**src/rtl/switch_bank.sv**
```systemverilog
// Bank of CHANNELS output registers with four drive disciplines (gate, hold, toggle, solo)
// and a priority-merged bus view; a mode change or clear flushes every channel.
module switch_bank #(
  parameter int UUID     = 0,
  parameter     NAME     = "",
  parameter int WIDTH    = 8,
  parameter int CHANNELS = 4
) (
  input  logic                      clk,
  input  logic                      rst,
  input  logic [CHANNELS*WIDTH-1:0] in_data,
  input  logic [CHANNELS-1:0]       en,
  input  logic [1:0]                mode,
  input  logic                      clear,
  output logic [CHANNELS*WIDTH-1:0] out_data,
  output logic [CHANNELS-1:0]       out_valid,
  output logic [WIDTH-1:0]          bus_data,
  output logic                      bus_valid,
  output logic                      conflict
);

  typedef enum logic [1:0] {
    MODE_GATE   = 2'd0,
    MODE_HOLD   = 2'd1,
    MODE_TOGGLE = 2'd2,
    MODE_SOLO   = 2'd3
  } mode_t;

  if (WIDTH < 1 || WIDTH > 64 || CHANNELS < 1 || CHANNELS > 16) begin : g_bad_params
    $error("switch_bank %s (UUID %0d): WIDTH or CHANNELS out of range", NAME, UUID);
  end

  mode_t                r_mode_q;
  mode_t                w_mode_in;
  logic                 w_flush;
  logic [CHANNELS-1:0]  w_solo_sel;
  logic [WIDTH-1:0]     w_bus_data;

  assign w_mode_in = mode_t'(mode);
  assign w_flush   = clear || (w_mode_in != r_mode_q);

  // Isolate the lowest set enable bit (x & -x).
  assign w_solo_sel = en & (~en + CHANNELS'(1));

  always_ff @(posedge clk or negedge rst) begin
    if (!rst) begin
      r_mode_q <= MODE_GATE;
    end else begin
      r_mode_q <= w_mode_in;
    end
  end

  for (genvar gi = 0; gi < CHANNELS; gi++) begin : g_ch
    logic [WIDTH-1:0] r_data;
    logic             r_valid;
    logic             r_state;
    logic             r_en_prev;
    logic [WIDTH-1:0] w_in;
    logic [WIDTH-1:0] w_data_next;
    logic             w_valid_next;
    logic             w_state_next;
    logic             w_rise;

    assign w_in   = in_data[gi*WIDTH +: WIDTH];
    assign w_rise = en[gi] & ~r_en_prev;

    always_comb begin
      w_data_next  = r_data;
      w_valid_next = r_valid;
      w_state_next = r_state;
      if (w_flush) begin
        w_data_next  = '0;
        w_valid_next = 1'b0;
        w_state_next = 1'b0;
      end else begin
        case (w_mode_in)
          MODE_GATE: begin
            w_valid_next = en[gi];
            w_data_next  = en[gi] ? w_in : '0;
          end
          MODE_HOLD: begin
            if (en[gi]) begin
              w_valid_next = 1'b1;
              w_data_next  = w_in;
            end
          end
          MODE_TOGGLE: begin
            // The flipped state takes effect in the same edge that flips it.
            w_state_next = r_state ^ w_rise;
            w_valid_next = w_state_next;
            w_data_next  = w_state_next ? w_in : '0;
          end
          MODE_SOLO: begin
            w_valid_next = w_solo_sel[gi];
            w_data_next  = w_solo_sel[gi] ? w_in : '0;
          end
          default: begin
            w_valid_next = 1'b0;
            w_data_next  = '0;
          end
        endcase
      end
    end

    always_ff @(posedge clk or negedge rst) begin
      if (!rst) begin
        r_data    <= '0;
        r_valid   <= 1'b0;
        r_state   <= 1'b0;
        r_en_prev <= 1'b0;
      end else begin
        r_data    <= w_data_next;
        r_valid   <= w_valid_next;
        r_state   <= w_state_next;
        r_en_prev <= en[gi];
      end
    end

    assign out_data[gi*WIDTH +: WIDTH] = r_data;
    assign out_valid[gi]               = r_valid;
  end

  // Walk from the top so the lowest-index driven channel wins.
  always_comb begin
    w_bus_data = '0;
    for (int k = CHANNELS - 1; k >= 0; k--) begin
      if (out_valid[k]) begin
        w_bus_data = out_data[k*WIDTH +: WIDTH];
      end
    end
  end

  assign bus_data  = w_bus_data;
  assign bus_valid = |out_valid;
  assign conflict  = |(out_valid & (out_valid - CHANNELS'(1)));

endmodule

```
**config.mk**
```make
export PLATFORM = sky130hd
export DESIGN_NAME = switch_bank
export DESIGN_NICKNAME = d
export VERILOG_FILES = /design/src/rtl/switch_bank.sv
export SDC_FILE = /design/constraint.sdc
export NUM_CORES = 1
export LEC_CHECK = 0
export BUFFER_PORTS_ARGS = -buffer_cell sky130_fd_sc_hd__buf_4
export CAP_MARGIN = 20
export CORE_ASPECT_RATIO = 0.7
export CORE_MARGIN = 2
export CORE_UTILIZATION = 49
export CTS_CLUSTER_DIAMETER = 150
export DETAILED_ROUTE_END_ITERATION = 12
export HOLD_SLACK_MARGIN = 0.02
export MAX_ROUTING_LAYER = met4
export PLACE_DENSITY_LB_ADDON = 0.15
export SETUP_SLACK_MARGIN = 0.2
export SLEW_MARGIN = 20
export SYNTH_ARGS = -nofsm -noshare
export SYNTH_HDL_FRONTEND = slang
export SYNTH_SLANG_ARGS = --single-unit
```
**constraint.sdc**
```tcl
create_clock -name clk -period 2 [get_ports clk]
set_input_delay 0.3 -clock clk [delete_from_list [all_inputs] [get_ports clk]]
set_output_delay 0.3 -clock clk [all_outputs]
set_load 0.02 [all_outputs]
```
==> metrics.csv <==
stage,metric,value,unit
hold_path,hold_path_class,in -> reg,
run_status,outcome,"finished, final reports clean",
power_and_ir_drop,p_per_area,645.3,mW/mm^2
critical_path,critPathKind,reg -> out,
timing,fin_hold_ws,0.1502,ns
finish,final_common_cell,buf_4,
global_route,track_usage,25.74,%
timing,maxSlewViolCount,0,
floorplan,fp.dieArea,0.005209,sq mm
timing,finalSetupTns,0,ns
yosys,ys_warn_count,0,
route,drt-pass1-iter-count,4,
run,cap_violations,0,
finish,final_cell_mix,"buf_4 (97), nand2_1 (44), dfrtp_1 (44)",
route,wl,6.090,mm
yosys,synth_edf_count,0,
route,avgRoutedWirePerCell,16.64,um
global_route,grt_max_degree,47,
timing,grt_setup_unrepaired,true,
timing,skew,0.008566,ns
placement,place_congestion,0.8626,
clock_network,cts_sinks,46,
route,first_iter_violations,107,
clock_network,cts_tree,built,
critical_path,cp_data_required_time,1.70,ns
critical_path,worstPathArrival,1.57,ns
finish,layout.nets,351,
clock_network,numCtsBuffers,5,
global_route,gr-total-overflow,0,
floorplan,die_x,85.42,um
finish,drive_gt1_share,42.12,%
yosys,synth_ff_type,dfrtp_1,
yosys,syn_inst,221,
placement,hpwl,4.440,mm
route,vias_per_cell,5.492,
route,drc,0,
timing,min_period_over_period,93.53,%
global_route,grt_pass1_wl,9.542,mm
power_and_ir_drop,p_leak,1.563,nW
timing,clock.fmax,534.6,MHz
global_route,antenna_found_initial,0,
clock_network,clk_latency,0.30,ns
floorplan,start_util,51.62,%
placement,dpl_cell_area,0.002949,sq mm
clock_network,h-tree-depth,2,
yosys,async_reset_ff_share,100.0,%
finish,fill_cells,344,
yosys,yosysSeqAreaShare,50.63,%
timing,setup_violations,0,
yosys,synth.distinct_cells,38,
floorplan,fp.coreArea,0.004404,sq mm
critical_path,worst_setup_path_end_kind,primary output,
timing,fin_crit,1.871,ns
finish,num_antenna_cells,0,
floorplan,rows,20,
global_route,grt_pass1_vias,1766,
clock_network,cts_buffer_depth,2,
timing,slew-limit-headroom,61.34,%
critical_path,start_kind,flip-flop,
timing,hold_violations,0,
yosys,synth-seq-cells,46,
finish,finalInstanceArea,0.003129,sq mm
floorplan,io_pins,87,
yosys,syn_nets,262,
route,vias,2010,
yosys,avgSynthCellArea,10.29,sq um
critical_path,cp_max_fo,5,
route,ant_nets,0,
finish,area_growth_syn_to_layout,37.64,%
floorplan,die_height,60.99,um
clock_network,clk_pin_slew_worst_paths,0.09,ns
yosys,netlist_area,0.002273,sq mm
power_and_ir_drop,ir_drop,0.0004369,V
clock_network,root_buffer,clkbuf_8,
placement,port_buffers,86,
timing,worst_pin_slew,0.5799,ns
[stage by stage]
stage / total power [W] / setup WS [ns] / util, % / std cells
floorplan: 0.001178 / 0.2348 / - / 221
global placement: 0.001342 / 0.2495 / 66.96 / 353
detailed placement: 0.001345 / 0.1982 / 66.96 / 353
CTS: 0.002029 / 0.1754 / 70.48 / 364
global route: 0.002111 / 0.05785 / 71.05 / 366
finish: 0.002019 / 0.1293 / 71.05 / 366
[metal layers]
metal / global-route usage, % / up-vias / part of all wire, %
met5: - / - / 0
met4: 7.937 / 0 / 0.74
met3: 5.442 / 4 / 6.7
met2: 32.59 / 86 / 42
met1: 40.37 / 949 / 51
li1: - / 971 / -
[cell families (layout without fill, tap and decap cells)]
family	after synthesis	after routing	synth area share, %
compound gates	65	65	21.79
flops	46	46	50.63
buf+inv	18	108	4.513
fa+ha+maj	1	1	0.4403
xor+xnor	6	6	2.311
simple gates	85	85	20.31
[final timing paths]
check / startpoint / endpoint / slack [ns] / cells past startpoint
setup / recovery: g_ch[2].r_valid$_DFFE_PN0P_ / bus_data[0] / 0.13 / 4
hold / removal: en[3] / g_ch[3].r_en_prev$_DFF_PN0_ / 0.15 / 1
setup reg to reg: r_mode_q[1]$_DFF_PN0_ / g_ch[2].r_data[5]$_DFFE_PN0P_ / 0.31 / 4
hold reg to reg: g_ch[2].r_data[6]$_DFFE_PN0P_ / g_ch[2].r_data[6]$_DFFE_PN0P_ / 0.52 / 2
max in group asynchronous: rst / g_ch[1].r_valid$_DFFE_PN0P_ / 1.00 / 2
min in group asynchronous: rst / r_mode_q[1]$_DFF_PN0_ / 0.55 / 2
[synth_stat cells, types with 2 or more instances]
cell | number | share of area [%]
o21ai_0 | 20 | 4.4
nand2_1 | 44 | 7.3
xor2_1 | 2 | 0.77
a32o_2 | 8 | 4.0
a221oi_1 | 7 | 2.7
o211ai_1 | 2 | 0.66
nor2b_1 | 11 | 3.0
nand2b_1 | 5 | 1.4
dfrtp_1 | 46 | 51
o31ai_1 | 7 | 2.3
or4_1 | 2 | 0.66
a31oi_1 | 2 | 0.55
buf_6 | 2 | 0.99
nor2_1 | 8 | 1.3
xnor2_1 | 4 | 1.5
nor4_2 | 3 | 1.7
a22o_1 | 9 | 3.5
buf_4 | 5 | 1.7
clkbuf_1 | 9 | 1.5
nor3_1 | 5 | 1.1
a21oi_1 | 3 | 0.66
[power breakdown]
| part | internal (W) | switching (W) |
|---|---|---|
| logic | 0.000162 | 0.000185 |
| clock network | 0.000368 | 0.000311 |
| registers | 0.000960 | 0.0000343 |
| total | 0.00149 | 0.000530 |
[flip-flops by register name, summed over array words and instances, names as in the netlist]
| name | cells |
|---|---|
| g_ch.r_data | 32 |
| g_ch.r_en_prev | 4 |
| g_ch.r_state | 4 |
| g_ch.r_valid | 4 |
| r_mode_q | 2 |
[worst max-delay path, stage by stage, from the launching register on]
cell      delay (ns)
dfrtp_2         0.46
buf_4           0.16
a221oi_1        0.38
o31ai_1         0.11
buf_4           0.17
[area by class of cell]
class | instances | area, sq um | area share (%)
sequential | 46 | 1154 | 36.87
multi-input combinational | 157 | 1045 | 33.39
timing repair buffer | 99 | 749.5 | 23.95
clock buffer | 5 | 68.82 | 2.199
tap | 55 | 68.82 | 2.199
clock inverter | 3 | 40.04 | 1.279
inverter | 1 | 3.754 | 0.1200
[repair_timing]
item | in CTS | in global routing
setup buffers | 2 | 2
hold buffers | 1 | 0
gates resized for setup | 7 | 3
pin swaps | 1 | 5
setup endpoints to repair | 9 | 22
hold endpoints to repair | 46 | 0
Note: power is estimated with default switching activity, not from simulation.
